[config.mk]
export PLATFORM = sky130hd
export DESIGN_NAME = sum_accumulator_flat
export DESIGN_NICKNAME = d
export VERILOG_FILES = /design/src/rtl/adder_pkg.sv /design/src/rtl/sum_accumulator_if.sv /design/src/rtl/sat_add.sv /design/src/rtl/sum_accumulator.sv /design/src/flat_wrapper.sv
export SDC_FILE = /design/constraint.sdc
export NUM_CORES = 1
export LEC_CHECK = 0
export CAP_MARGIN = 20
export CORE_AREA = 4 4 65 67
export DETAILED_ROUTE_END_ITERATION = 10
export DIE_AREA = 0 0 69 71
export MAX_ROUTING_LAYER = met4
export PLACE_DENSITY = 0.73
export SETUP_SLACK_MARGIN = 0.3
export SLEW_MARGIN = 20
export SYNTH_ARGS = -nofsm -noshare
export SYNTH_HDL_FRONTEND = slang
export SYNTH_SLANG_ARGS = --single-unit
[constraint.sdc]
create_clock -name clock -period 2.1 [get_ports clock]
set_clock_uncertainty 0.2 [all_clocks]
set_input_delay 0.42 -clock clock [delete_from_list [all_inputs] [get_ports clock]]
set_output_delay 0.42 -clock clock [all_outputs]
set_load 0.01 [all_outputs]
[src/rtl/adder_pkg.sv]
`default_nettype none
// ============================================================================
// Module      : adder_pkg
// Description : Shared types and constants for the adder-chain blocks.
// Revision    : 1.0 - initial release
// ============================================================================
package adder_pkg;

    typedef enum logic [0:0] {
        ST_ACCUM = 1'b0,
        ST_HOLD  = 1'b1
    } state_t;

    // Upstream adder result is an 8-bit sum plus its carry bit
    localparam int unsigned c_SAMPLE_WIDTH = 9;

endpackage
`default_nettype wire

[src/rtl/sum_accumulator_if.sv]
`default_nettype none
// ============================================================================
// Module      : sum_accumulator_if
// Description : Sample-in / batch-out handshake bundle of the accumulator.
// Revision    : 1.0 - initial release
// ============================================================================
interface sum_accumulator_if
    import adder_pkg::*;
#(
    parameter int unsigned ACC_WIDTH = 16
);
    logic                        in_valid;
    logic                        in_ready;
    logic [c_SAMPLE_WIDTH-2:0]   sum;
    logic                        carryout;
    logic                        clear;
    logic [ACC_WIDTH-1:0]        result;
    logic                        overflow;
    logic                        out_valid;
    logic                        out_ready;

    modport master (
        output in_valid, sum, carryout, clear, out_ready,
        input  in_ready, result, overflow, out_valid
    );

    modport slave (
        input  in_valid, sum, carryout, clear, out_ready,
        output in_ready, result, overflow, out_valid
    );
endinterface
`default_nettype wire

[src/rtl/sat_add.sv]
`default_nettype none
// ============================================================================
// Module      : sat_add
// Description : Combinational unsigned add that clamps at all-ones.
// Revision    : 1.0 - initial release
// ============================================================================
module sat_add #(
    parameter int unsigned ACC_WIDTH = 16
) (
    input  wire logic [ACC_WIDTH-1:0] i_a,
    input  wire logic [ACC_WIDTH-1:0] i_b,
    output logic      [ACC_WIDTH-1:0] sum,
    output logic                      sat
);
    logic [ACC_WIDTH:0] w_full;

    // One extra bit catches the carry that signals saturation
    assign w_full = {1'b0, i_a} + {1'b0, i_b};
    assign sat    = w_full[ACC_WIDTH];
    assign sum    = sat ? {ACC_WIDTH{1'b1}} : w_full[ACC_WIDTH-1:0];
endmodule
`default_nettype wire

[src/rtl/sum_accumulator.sv]
`default_nettype none
// ============================================================================
// Module      : sum_accumulator
// Description : Sums BATCH adder results with saturation and holds the total
//               until the downstream stage takes it.
// Revision    : 1.0 - initial release
// ============================================================================
module sum_accumulator
    import adder_pkg::*;
#(
    parameter int unsigned ACC_WIDTH = 16,
    parameter int unsigned BATCH     = 4
) (
    input  wire logic       clock,
    input  wire logic       reset,
    sum_accumulator_if.slave bus
);
    localparam int unsigned c_COUNT_WIDTH = 8;
    localparam logic [c_COUNT_WIDTH-1:0] c_LAST = c_COUNT_WIDTH'(BATCH - 1);

    state_t                     r_state;
    state_t                     w_state_next;
    logic [ACC_WIDTH-1:0]       r_result;
    logic [ACC_WIDTH-1:0]       w_result_next;
    logic                       r_overflow;
    logic                       w_overflow_next;
    logic [c_COUNT_WIDTH-1:0]   r_count;
    logic [c_COUNT_WIDTH-1:0]   w_count_next;

    logic [ACC_WIDTH-1:0]       w_sample;
    logic [ACC_WIDTH-1:0]       w_sat_sum;
    logic                       w_sat;

    assign w_sample = {{(ACC_WIDTH - c_SAMPLE_WIDTH){1'b0}}, bus.carryout, bus.sum};

    sat_add #(
        .ACC_WIDTH (ACC_WIDTH)
    ) u_sat_add (
        .i_a (r_result),
        .i_b (w_sample),
        .sum (w_sat_sum),
        .sat (w_sat)
    );

    always_ff @(posedge clock) begin
        if (reset) begin
            r_state    <= ST_ACCUM;
            r_result   <= '0;
            r_overflow <= 1'b0;
            r_count    <= '0;
        end else begin
            r_state    <= w_state_next;
            r_result   <= w_result_next;
            r_overflow <= w_overflow_next;
            r_count    <= w_count_next;
        end
    end

    // Priority: clear, then HOLD handshake, then accept
    always_comb begin
        w_state_next    = r_state;
        w_result_next   = r_result;
        w_overflow_next = r_overflow;
        w_count_next    = r_count;
        if (bus.clear) begin
            w_state_next    = ST_ACCUM;
            w_result_next   = '0;
            w_overflow_next = 1'b0;
            w_count_next    = '0;
        end else if (r_state == ST_HOLD) begin
            if (bus.out_ready) begin
                w_state_next    = ST_ACCUM;
                w_result_next   = '0;
                w_overflow_next = 1'b0;
                w_count_next    = '0;
            end
        end else if (bus.in_valid) begin
            w_result_next   = w_sat_sum;
            w_overflow_next = r_overflow | w_sat;
            if (r_count == c_LAST) begin
                w_state_next = ST_HOLD;
                w_count_next = '0;
            end else begin
                w_count_next = r_count + 1'b1;
            end
        end
    end

    assign bus.in_ready  = (r_state == ST_ACCUM);
    assign bus.out_valid = (r_state == ST_HOLD);
    assign bus.result    = r_result;
    assign bus.overflow  = r_overflow;
endmodule
`default_nettype wire

[src/flat_wrapper.sv]
// flat-port wrapper written by rule: the top's interface ports become plain ports
module sum_accumulator_flat import adder_pkg::*;
#(
    parameter int unsigned ACC_WIDTH = 16,
    parameter int unsigned BATCH     = 4
)
  (clock, reset, bus_in_valid, bus_sum, bus_carryout, bus_clear, bus_out_ready, bus_in_ready, bus_result, bus_overflow, bus_out_valid);
  sum_accumulator_if #(.ACC_WIDTH(ACC_WIDTH)) bus_i ();
  input  wire logic clock;
  input  wire logic reset;
  input wire logic [$bits(bus_i.in_valid)-1:0] bus_in_valid;
  input wire logic [$bits(bus_i.sum)-1:0] bus_sum;
  input wire logic [$bits(bus_i.carryout)-1:0] bus_carryout;
  input wire logic [$bits(bus_i.clear)-1:0] bus_clear;
  input wire logic [$bits(bus_i.out_ready)-1:0] bus_out_ready;
  output wire logic [$bits(bus_i.in_ready)-1:0] bus_in_ready;
  output wire logic [$bits(bus_i.result)-1:0] bus_result;
  output wire logic [$bits(bus_i.overflow)-1:0] bus_overflow;
  output wire logic [$bits(bus_i.out_valid)-1:0] bus_out_valid;
  assign bus_i.in_valid = bus_in_valid;
  assign bus_i.sum = bus_sum;
  assign bus_i.carryout = bus_carryout;
  assign bus_i.clear = bus_clear;
  assign bus_i.out_ready = bus_out_ready;
  assign bus_in_ready = bus_i.in_ready;
  assign bus_result = bus_i.result;
  assign bus_overflow = bus_i.overflow;
  assign bus_out_valid = bus_i.out_valid;
  sum_accumulator #(.ACC_WIDTH(ACC_WIDTH), .BATCH(BATCH)) u_core (.clock(clock), .reset(reset), .bus(bus_i));
endmodule
==> results list, run 1 <==
- For the finished layout, the period the worst path requires is 2.17 ns.
- Wires add up to approximately 5.3 mm.
* Family with the most delay on the worst path: compound AO/OA/AOI/OAI gates
- Timing would allow up to 0.461 GHz.
- For this configuration, the core starts out at a cell density of approximately 45%.
* Power per cell area: between 400 and 500 nW/um^2
- Total global routing track utilization: a little over a fifth
- For the worst-skew pair, the clock arrives at the later sink with an insertion delay of about 0.27 ns.
- Number of hold violations in the final report: 0
- The post-route netlist has about 47% of its cells at a drive strength greater than 1.
* Class of the worst hold path: reg -> reg
- H-tree level count: 1
- The count of nets left with antenna violations once routing finished came out at 0.
* Total number of clock tree sinks: 26
* Count of maximum capacitance violations: 0
- At the worst endpoint, the arrival time is 2.14 ns.
* Vias per cell: about 5.7
- For met1 alone, demand over resource in global routing was 24.7%.
- Final non-filler cell area: 2730 sq um
- Setup repair after global routing missed its margin: true
- STA classifies the critical path startpoint as an input port.
* Number of flip-flops and latches in the synthesized netlist: 26
- The worst setup path is captured at a flop.
- Largest net degree at the start of global routing: 15
* Vias in the first global route: 1823
- The netlist uses 50 different library cells.
- The clock passes through at most 2 buffers.
* Largest stage delay, worst path: 0.33 ns
- Final number of max-transition violations: 0
- Dividing the detail-routed wire length by the instance count gives approximately 17 um.
- Number of DRC violations after detailed-routing iteration 0: approximately 150
* Post-synthesis cell count: 200
- Cell count after placement: around 310
* Seq/Total Area, Yosys: ~32%
- CTS clk-pin slew, worst paths: roughly 0.09 ns
- The final reports fail on setup timing.
- Across all layers, the routed design uses about 1800 vias.
* Post-Syn Area per Cell: about 8.1 sq um
- Post-route DRC: 0
- Number of I/O port buffers: 32
- The initial antenna violation count came to 0.
* Tightest Pin Transition: 0.292 ns
- In the final design database the tool counted 302 nets.
- The first global-routing pass estimated 8.44 mm of wire.
- The tree is rooted in a sky130_fd_sc_hd__clkbuf_8.
* Final worst-path cycle share: 103%
- Among all flip-flop cells after synthesis, the most frequent one is sky130_fd_sc_hd__dfxtp_1.
- Headroom to the max-slew limit: about 80%
* Netlist area before placement: about 1600 sq um
* Drt first pass iters: 4
* Nets in the synthesized netlist: between 200 and 250
- Overall power consumption after layout is estimated at ~1.1 mW.
* Post-Place Worst Slack: -0.573 ns
- Die area: between 4000 and 5000 sq um
- Crit path buf inv count: 1
* Max stage delay cell, worst path: sky130_fd_sc_hd__fa_2
- Peak-usage layer in the global routing report: met2
- GR Util met2: between 30% and 40%
- Total setup violations reported at the end of the flow: 4
- Die width: slightly below 70 um
- Data on the critical path is required at its endpoint by 2.07 ns.
- In this run, CTS created clock tree buffers numbering 3.
- Fraction of registers with async set or reset after synthesis: 0%
- Core region area: about 3600 sq um
- IR Drop Worst-Case VDD: 0.418 mV
- Of all nets on the critical path, the largest fanout is 2.
* Count of warnings emitted by yosys: 0
* Clock tree from TritonCTS: yes
- Die span in y: between 70 and 80 um
- Half-perimeter wire length after placement: roughly 3.4 mm
- Once layout is complete, the cells apart from fillers number between 300 and 400.
- Relative to the synthesized area, the layout overhead comes to 67.7%.
* Type of the worst setup path: in -> reg
- Placed Area: 2320 sq um
- Sum of negative setup slack: -0.120 ns
- Met3 routing resource usage after global routing: 3.55%
- For this design the top-level I/O count stands at 33.
- Final weighted congestion in routability-driven placement: about 0.88
* Count of flip-flops with a built-in enable after synthesis: 0
- The analysis attributes to cell leakage a power of 1.17 nW.
* Aggregate global routing overflow: 0
- 0 antenna diodes ended up in the layout.
- Cells along the critical path: clkdlybuf4s15_2 > ha_4 > fa_2 > a21o_1 > nand4_1 > nand2_1 > a31oi_1 > xor2_1 > a211oi_2
* Status: finished, violations left
* Setup ws final: -0.0713 ns
- The floorplan has 22 rows.
## cell type report
cell class                 instances  area [sq um]
timing repair buffer              79           652
multi-input combinational        165          1410
inverter                           2          7.51
clock buffer                       4          55.1
tap                               48          60.1
sequential                        26           539
fill                             266           907
## logic make-up (layout without fill, tap and decap cells)
logic type | Yosys count | after routing | share of synthesized area (%)
AO/OA/AOI/OAI | 73 | 73 | 29.5
flip-flops | 26 | 26 | 32.0
adder cells (fa/ha/maj) | 11 | 11 | 8.93
buffers and inverters | 9 | 85 | 3.39
AND/OR/NAND/NOR | 74 | 74 | 22.4
XOR/XNOR | 7 | 7 | 3.77
## layer usage
layer | vias to the layer above | part of all wire [%]
met1 | 869 | 40
met2 | 61 | 53
met4 | 0 | 2.6
met3 | 12 | 4.2
met5 | - | 0
li1 | 891 | -
## report_power, final
group | total [mW] | switching (mW) | internal (mW)
logic | 0.287 | 0.144 | 0.143
clock network | 0.331 | 0.163 | 0.168
registers | 0.513 | 0.00979 | 0.503
total | 1.13 | 0.317 | 0.814
## final timing paths
check	cells past startpoint	start	endpoint	slack [ns]
max	9	bus_sum[0]	u_core.bus.result[8]	-0.07
min	2	u_core.bus.result[5]	u_core.bus.result[5]	0.28
max reg2reg	8	u_core.bus.result[0]	u_core.bus.result[8]	-0.07
min reg2reg	2	u_core.bus.result[5]	u_core.bus.result[5]	0.28
## cells in the final DEF, fill, tap and decap left out, drive strengths merged, types with 4 or more instances in the layout
master,Yosys,final
ha,10,10
nor2,22,22
and3,7,7
a21o,6,6
clkdlybuf4s50,0,4
dfxtp,26,26
o21ai,16,16
xor2,4,4
a21oi,26,26
dlygate4sd2,0,24
nand3,6,6
clkbuf,3,4
buf,3,48
nand2,21,21
## cell usage after synthesis (2+ instances only)
master,count,area (sq um)
sky130_fd_sc_hd__dfxtp_1,26,521
sky130_fd_sc_hd__a21oi_1,25,125
sky130_fd_sc_hd__nor2_1,22,82.6
sky130_fd_sc_hd__nand2_1,21,78.8
sky130_fd_sc_hd__o21ai_0,13,65.1
sky130_fd_sc_hd__ha_1,10,125
sky130_fd_sc_hd__a21o_1,6,45.0
sky130_fd_sc_hd__nand3_1,6,30.0
sky130_fd_sc_hd__and3_1,5,31.3
sky130_fd_sc_hd__xor2_1,4,35.0
sky130_fd_sc_hd__a211oi_1,3,22.5
sky130_fd_sc_hd__clkbuf_1,3,11.3
sky130_fd_sc_hd__nor3_1,3,15.0
sky130_fd_sc_hd__nor3b_1,3,22.5
sky130_fd_sc_hd__o21ai_1,3,15.0
sky130_fd_sc_hd__xnor2_1,3,26.3
sky130_fd_sc_hd__a22oi_1,2,15.0
sky130_fd_sc_hd__a2bb2oi_1,2,17.5
sky130_fd_sc_hd__a32oi_1,2,17.5
sky130_fd_sc_hd__a41oi_1,2,17.5
sky130_fd_sc_hd__and2_1,2,12.5
sky130_fd_sc_hd__and3_2,2,15.0
sky130_fd_sc_hd__buf_6,2,22.5
sky130_fd_sc_hd__inv_1,2,7.51
sky130_fd_sc_hd__nand2b_1,2,12.5
sky130_fd_sc_hd__o21bai_1,2,15.0
## stage by stage
| step | hold slack, ns | util, % |
|---|---|---|
| after floorplan | 0.273 | - |
| after global placement | 0.250 | 63.9 |
| after detailed placement | 0.269 | 63.9 |
| after CTS | 0.283 | 70.9 |
| after global routing | 0.306 | 75.0 |
| final | 0.275 | 75.0 |
## sequential cells by signal (all words and copies together) (netlist names)
signal / flops
u_core.bus.result: 16
u_core.bus.out_valid: 1
u_core.r_count: 8
u_core.bus.overflow: 1
## worst min-delay path: stages, from the launching register on
cell	delay, ns
sky130_fd_sc_hd__dfxtp_2	0.35
sky130_fd_sc_hd__nand2_1	0.06
sky130_fd_sc_hd__nand2_1	0.04
## what timing repair did
| item | in CTS | in global routing |
|---|---|---|
| gates resized for setup | 68 | 33 |
| hold buffers | 0 | 0 |
| endpoints found under the setup margin | 45 | 28 |
| pin swaps | 22 | 11 |
| setup buffers | 7 | 1 |
No activity file was read; power rests on OpenSTA's default activity.
==> inputs of run 2 (changes only) <==
--- a/config.mk
+++ b/config.mk
@@ -6,13 +6,14 @@
 export NUM_CORES = 1
 export LEC_CHECK = 0
 export CAP_MARGIN = 20
-export CORE_AREA = 4 4 65 67
+export CORE_AREA = 4 4 72 61
 export DETAILED_ROUTE_END_ITERATION = 10
-export DIE_AREA = 0 0 69 71
+export DIE_AREA = 0 0 76 65
+export GPL_TIMING_DRIVEN = 0
 export MAX_ROUTING_LAYER = met4
 export PLACE_DENSITY = 0.73
 export SETUP_SLACK_MARGIN = 0.3
-export SLEW_MARGIN = 20
+export SLEW_MARGIN = 15
 export SYNTH_ARGS = -nofsm -noshare
 export SYNTH_HDL_FRONTEND = slang
 export SYNTH_SLANG_ARGS = --single-unit
==> results list, run 2 (synthesized netlist as in run 1, its figures left out) <==
* Switching share of total power: 27.8% (-0.22 points)
* Total number of clock tree sinks: 26 (unchanged)
- Leading cell types in the layout, fill and taps excluded: sky130_fd_sc_hd__dlygate4sd2_1, sky130_fd_sc_hd__nand2_1, sky130_fd_sc_hd__buf_4
* Critical path required time: 2.04 ns (-0.03 ns)
* Fin cells: 301 (-7.1%)
- The clock tree buffer depth was 2 (unchanged).
* Die width: 76 um (+10%)
* Insertion delay of the later-clocked pin in the worst-skew pair: 0.27 ns (about the same)
- Data arrival time of the worst path: 2.05 ns (-0.09 ns)
- Number of inserted filler cells in the final layout: 294 (+11%)
- The biggest fanout along the worst timing path was 5 (+3).
* Class of the worst hold path: reg -> reg
- Drt first pass iters: 4 (unchanged)
- IR Drop Worst-Case VDD: 0.236 mV (-43%)
- The maximum level of the CTS H-tree was 1 (unchanged).
- The number of global-route vias before repair is 1669 (-8.4%).
* Total setup violations reported at the end of the flow: 2 (-2)
- Antenna diode count: 0 (unchanged)
- Status: finished, violations left
* Aggregate global routing overflow: 0 (unchanged)
- The vertical die dimension is 65 um (-8.5%).
- The part of the power in the clock network is 29.7% (+0.4 points).
- The leakage power total was 1.07 nW (-8.5%).
* Clock tree root driver cell: sky130_fd_sc_hd__clkbuf_8
* Type of the worst setup path: reg -> reg
* Area growth from synthesis to layout: 58.4%
- Total global routing track utilization: 20.2% (-1.3 points)
- Number of DRC violations after detailed-routing iteration 0: 88 (-41%)
- Hold buffer count at cts: 0 (unchanged)
* Setup repair after global routing missed its margin: true
- Endpoint kind of the worst setup timing path: flop
- Minimum period implied by the final worst setup slack: 2.11 ns (-0.0594 ns)
- The standard cell area after detailed placement was 2080 sq um (-11%).
- The sum of routed wire length over all layers came to 4.97 mm (-7.0%).
- The area of the placeable core was 3680 sq um (+1.2%).
- Setup ws final: -0.0119 ns (+0.0594 ns)
- The residual DRC count came to 0 (unchanged).
- Total CTS buffers: 3 (unchanged)
- The I/O pin count is 33 (unchanged).
- Comb pwr share: 24.0% (-1.4 points)
* Seq pwr share: 46.3% (+1.0 points)
- The post-route fraction of the period consumed by the critical path is 101% (-2.8 points).
- Internal portion of total power: 801 uW (-1.7%)
- Number of flip-flops under the largest register name: 16 (unchanged)
- The routed via count divided by cell count is 5.76 (+1.8%).
- Power per cell area: 431 nW/um^2 (+3.8%)
- The pre-CTS setup slack was -0.637 ns (-0.0649 ns).
- The area of the die is 4940 sq um (+0.84%).
- Half-perimeter wire length after placement: 3.00 mm (-11%)
- Tightest Pin Transition: 0.627 ns (+0.336 ns)
- Maximum clock frequency: 0.473 GHz (+2.8%)
- The number of placed instances, taps included was 276 (-12%).
- The number of max-cap violations came to 0 (unchanged).
- Number of nets still failing antenna checks after routing: 0 (unchanged)
* Number of I/O port buffers: 32 (unchanged)
- Final number of max-transition violations: 0 (unchanged)
- Number of antenna violations at the first check in global routing: 0 (unchanged)
- WL/cell: 16.5 um (about the same)
* Clock tree from TritonCTS: yes
- The number of core rows is 20 (-9.1%).
- The CTS clock-pin slew for the worst setup and hold paths was 0.09 ns (about the same).
* Share of cells above drive strength 1: 39.7% (-7.1 points)
* Kind of launch point of the worst setup path: flop
- Failing checks: setup timing
- Most common library cell in the layout ignoring fill and taps: sky130_fd_sc_hd__dlygate4sd2_1
- The number of hold-slack violations in the final timing report was 0 (unchanged).
* Overall via count from detail_route: 1733 (-5.5%)
- Initial standard-cell utilization of the core: 44.2% (-0.55 points)
- Final non-filler cell area: 2570 sq um (-5.6%)
* Global-route wire length before repair: 7.95 mm (-5.8%)
- Headroom to the max-slew limit: 58.2% (-22 points)
* Sw Pwr: 308 uW (-2.7%)
* Final weighted congestion in routability-driven placement: 0.844 (-3.8%)
* Net total in the final layout: 283 (-6.3%)
* Final core occ: 70.0% (-5.0 points)
- Largest net degree at the start of global routing: 15 (unchanged)
[run 2: cell type report]
| class | count | area [sq um] | share of cell area, % |
|---|---|---|---|
| Multi-Input combinational cell | 165 | 1410 | 54.6 |
| Tap cell | 44 | 55.1 | 2.14 |
| Inverter | 2 | 7.51 | 0.292 |
| Clock buffer | 4 | 55.1 | 2.14 |
| Timing Repair Buffer | 53 | 452 | 17.5 |
| Buffer | 7 | 62.6 | 2.43 |
| Sequential cell | 26 | 537 | 20.8 |
[run 2: what timing repair did]
item	4_1_cts	5_1_grt
buffers inserted	18	2
pin swaps	35	12
resized for setup	81	20
setup endpoints to repair	43	28
cloned	1	0
[run 2: path summary, 6_finish.rpt]
| check | from | to | slack (ns) | cells after the start |
|---|---|---|---|---|
| max | u_core.bus.result[0] | u_core.bus.result[1] | -0.01 | 9 |
| min | u_core.bus.result[6] | u_core.bus.result[6] | 0.28 | 2 |
| max reg2reg | u_core.bus.result[0] | u_core.bus.result[1] | -0.01 | 9 |
| min reg2reg | u_core.bus.result[6] | u_core.bus.result[6] | 0.28 | 2 |
[run 2: stage by stage]
stage / power [mW] / hold slack [ns] / setup TNS, ns
after floorplan: 0.642 / 0.273 / 0
after CTS: 1.10 / 0.280 / 0
final: 1.11 / 0.275 / -0.0164
after global routing: 1.16 / 0.311 / -1.15
after global placement: 0.711 / 0.250 / -11.07
after detailed placement: 0.713 / 0.254 / -11.24
[run 2: power groups by stage]
stage / registers (mW) / clock network [mW] / logic, mW
4_1_cts: 0.513 / 0.343 / 0.244
2_1_floorplan: 0.526 / 0 / 0.116
3_5_place_dp: 0.523 / 0 / 0.190
5_1_grt: 0.515 / 0.359 / 0.290
3_3_place_gp: 0.523 / 0 / 0.188
6_report: 0.514 / 0.330 / 0.266
[run 2: metal layers]
metal | track usage [%] | vias to the layer above | share of wire, %
li1 | - | 855 | -
met1 | 27.2 | 812 | 48
met2 | 31.3 | 58 | 46
met3 | 4.31 | 8 | 4.8
met4 | 4.22 | 0 | 1.4
met5 | - | - | 0
[run 2: critical path, cell delays in order (launching register included)]
cell                       delay, ns
sky130_fd_sc_hd__dfxtp_2        0.34
sky130_fd_sc_hd__ha_4           0.16
sky130_fd_sc_hd__fa_2           0.35
sky130_fd_sc_hd__a21o_1         0.19
sky130_fd_sc_hd__nand4_1        0.11
sky130_fd_sc_hd__a21bo_4        0.19
sky130_fd_sc_hd__a21boi_4       0.08
sky130_fd_sc_hd__buf_6          0.16
sky130_fd_sc_hd__o21ai_2        0.11
sky130_fd_sc_hd__a21oi_1        0.07
==> inputs of run 3 (changes only) <==
--- a/config.mk
+++ b/config.mk
@@ -9,9 +9,10 @@
 export CORE_AREA = 4 4 72 61
 export DETAILED_ROUTE_END_ITERATION = 10
 export DIE_AREA = 0 0 76 65
+export DONT_BUFFER_PORTS = 1
 export GPL_TIMING_DRIVEN = 0
 export MAX_ROUTING_LAYER = met4
-export PLACE_DENSITY = 0.73
+export PLACE_DENSITY = 0.61
 export SETUP_SLACK_MARGIN = 0.3
 export SLEW_MARGIN = 15
 export SYNTH_ARGS = -nofsm -noshare
==> results list, run 3 (synthesized netlist as in run 1, its figures left out) <==
- Status: finished, violations left
* Failing checks: setup timing
- Vias per cell: 6.11 (+6.1%)
* Clock tree root driver cell: sky130_fd_sc_hd__clkbuf_8
- H-tree level count: 1 (unchanged)
- The CTS clock-pin slew for the worst setup and hold paths came to 0.10 ns (about the same).
- The global placer's final weighted congestion came to 0.927 (+9.9%).
- Data arrival time of the worst path: 2.19 ns (+0.14 ns)
* Largest fanout on the critical path: 3 (-2)
- Number of antenna violations at the first check in global routing: 0 (unchanged)
* Number of hold violations in the final report: 0 (unchanged)
* Final worst-path cycle share: 104% (+3.7 points)
- The initial core utilization was 44.2% (unchanged).
- Aggregate global routing overflow: 0 (unchanged)
- IR Drop Worst-Case VDD: 0.386 mV (+63%)
- The first-pass GRT wire length came to 7.34 mm (-7.6%).
- The multi-input combinational cell area came to 1360 sq um (-3.6%).
- The fraction of layout cells with a size suffix above 1 was 39.1% (-0.60 points).
- The endpoint identified for the worst register-to-register timing path is u_core.bus.result[8].
- Number of DRC violations after detailed-routing iteration 0: 71 (-19%)
- Critical path endpoint: u_core.bus.result[8]
- The number of diodes added for antenna fixing is 0 (unchanged).
- Endpoint kind of the worst setup timing path: flop
* Slack of the worst reg-to-reg path: -0.09 ns (-0.08 ns)
- Number of I/O port buffers: 0 (-100%)
* Ports: 33 (unchanged)
- The latest clock arrival within the worst-skew pair is 0.28 ns (about the same).
- Number of buffers on the longest clock path: 2 (unchanged)
- The number of detailed-route iterations in the first pass was 4 (unchanged).
- The TritonCTS buffer count was 3 (unchanged).
* Power per cell area: 482 nW/um^2 (+12%)
- Count of standard-cell rows: 20 (unchanged)
* Class of the worst hold path: in -> reg
- Largest net degree at the start of global routing: 15 (unchanged)
- Number of inserted filler cells in the final layout: 323 (+9.9%)
- Die area: 4940 sq um (unchanged)
- From synthesis to final layout, the design area changed by 35.3%.
* Max stage delay cell, worst path: sky130_fd_sc_hd__dfxtp_4
- Core region area: 3680 sq um (unchanged)
- Die width: 76 um (unchanged)
- Worst R2R Start: u_core.bus.result[0]
- Leading cell types in the layout, fill and taps excluded: sky130_fd_sc_hd__nand2_1, sky130_fd_sc_hd__dfxtp_1, sky130_fd_sc_hd__nor2_1
- The worst setup path is launched from a flop.
- Clock tree from TritonCTS: yes
- Walking the worst path, the cells encountered are ha_4 > fa_2 > a21o_1 > nand4_1 > buf_4 > nand2_2 > a31oi_2 > xor2_1 > a211oi_1.
- Setup repair after global routing missed its margin: true
- The final critical path time including I/O delays and setup is 2.19 ns (+0.0779 ns).
- Final core occ: 59.8% (-10 points)
- The highest cell delay on the worst timing path is 0.38 ns (+0.03 ns).
* Half-perimeter wire length after placement: 3.08 mm (+2.8%)
* Crit path launch: u_core.bus.result[0]
- Vias in the first global route: 1524 (-8.7%)
- Smallest hold slack: 0.155 ns (-0.121 ns)
- The vertical die dimension is 65 um (unchanged).
* Total global routing track utilization: 18.6% (-1.7 points)
* Type of the worst setup path: reg -> reg
- Final WL: 4.70 mm (-5.4%)
- The transition at the pin with the smallest max-transition slack is 0.654 ns (+0.0270 ns).
* Critical path required time: 2.10 ns (+0.06 ns)
- The number of hold-repair buffers added at the cts stage came to 0 (unchanged).
- The total number of nets in the final design is 246 (-13%).
- Flip-flop and latch area: 536 sq um (-0.23%)
- The flip-flop count of the largest register after layout was 16 (unchanged).
* Number of nets still failing antenna checks after routing: 0 (unchanged)
- Headroom to the max-slew limit: 56.4% (-1.8 points)
- Post-Place Worst Slack: -0.164 ns (+0.473 ns)
- The leakage power total came to 0.795 nW (-26%).
- The total via count in the routed design was 1613 (-6.9%).
* Post-route DRC: 0 (unchanged)
- WL/cell: 17.8 um (+7.8%)
- Total number of clock tree sinks: 26 (unchanged)
- Maximum clock frequency: 0.457 GHz (-3.6%)
- The number of max-cap violations came to 0 (unchanged).
- Final number of max-transition violations: 0 (unchanged)
- The post-layout worst setup margin was -0.0898 ns (-0.0779 ns).
- The library cell used most frequently in the layout, excluding fill and tap cells, is sky130_fd_sc_hd__nand2_1.
- Total setup violations reported at the end of the flow: 14 (+12)
- The cell count of the worst reg-to-reg path was 9 (unchanged).
[run 3: how the worst min path moves through the flow]
stage                         startpoint  cells after the start              endpoint  slack [ns]
detailed placement  u_core.bus.result[0]                      2  u_core.bus.result[0]        0.30
finish                     bus_out_ready                      2  u_core.bus.out_valid        0.15
global route               bus_out_ready                      2  u_core.bus.out_valid        0.18
global placement    u_core.bus.result[0]                      2  u_core.bus.result[0]        0.29
CTS                        bus_out_ready                      2  u_core.bus.out_valid        0.16
floorplan              u_core.r_count[2]                      2     u_core.r_count[2]        0.27
[run 3: metrics by stage]
step | TNS [ns] | cell area (sq um) | cells | power [mW]
2_1_floorplan | 0 | 1700 | 200 | 0.642
3_3_place_gp | -1.75 | 1760 | 244 | 0.669
3_5_place_dp | -2.15 | 1760 | 244 | 0.671
4_1_cts | -0.568 | 1970 | 256 | 1.02
5_1_grt | -2.25 | 2200 | 264 | 1.11
6_report | -0.668 | 2200 | 264 | 1.06
[run 3: layer usage]
metal,routed length [um],vias to the layer above,GRT usage [%]
met2,2180,49,29.3
met3,312,12,6.25
li1,-,779,-
met5,0,-,-
met4,94,0,4.89
met1,2120,773,22.7
[run 3: area by class of cell]
cell class                      instances  area share, %
Buffer                                  7           2.79
Clock buffer                            4           2.50
Inverter                                2          0.341
Multi-Input combinational cell        165           61.7
Sequential cell                        26           24.4
Tap cell                               44           2.50
Timing Repair Buffer                   16           5.81
[run 3: critical path: cells and delay by family (launching register included)]
family | cells | cell delay [ns]
compound gates | 3 | 0.61
flops | 1 | 0.38
buf+inv | 1 | 0.14
fa+ha+maj | 2 | 0.50
simple gates | 2 | 0.19
xor+xnor | 1 | 0.09
[run 3: timing repair]
| action | 4_1_cts | 5_1_grt |
|---|---|---|
| gates resized for setup | 28 | 34 |
| pin swaps | 20 | 22 |
| setup endpoints to repair | 26 | 26 |
| gates cloned | 1 | 0 |
| buffers inserted | 7 | 8 |
[run 3: report_power, final]
part / total (mW) / internal, mW / switching (mW)
Clock: 0.342 / 0.168 / 0.173
Combinational: 0.201 / 0.0896 / 0.111
Sequential: 0.516 / 0.501 / 0.0153
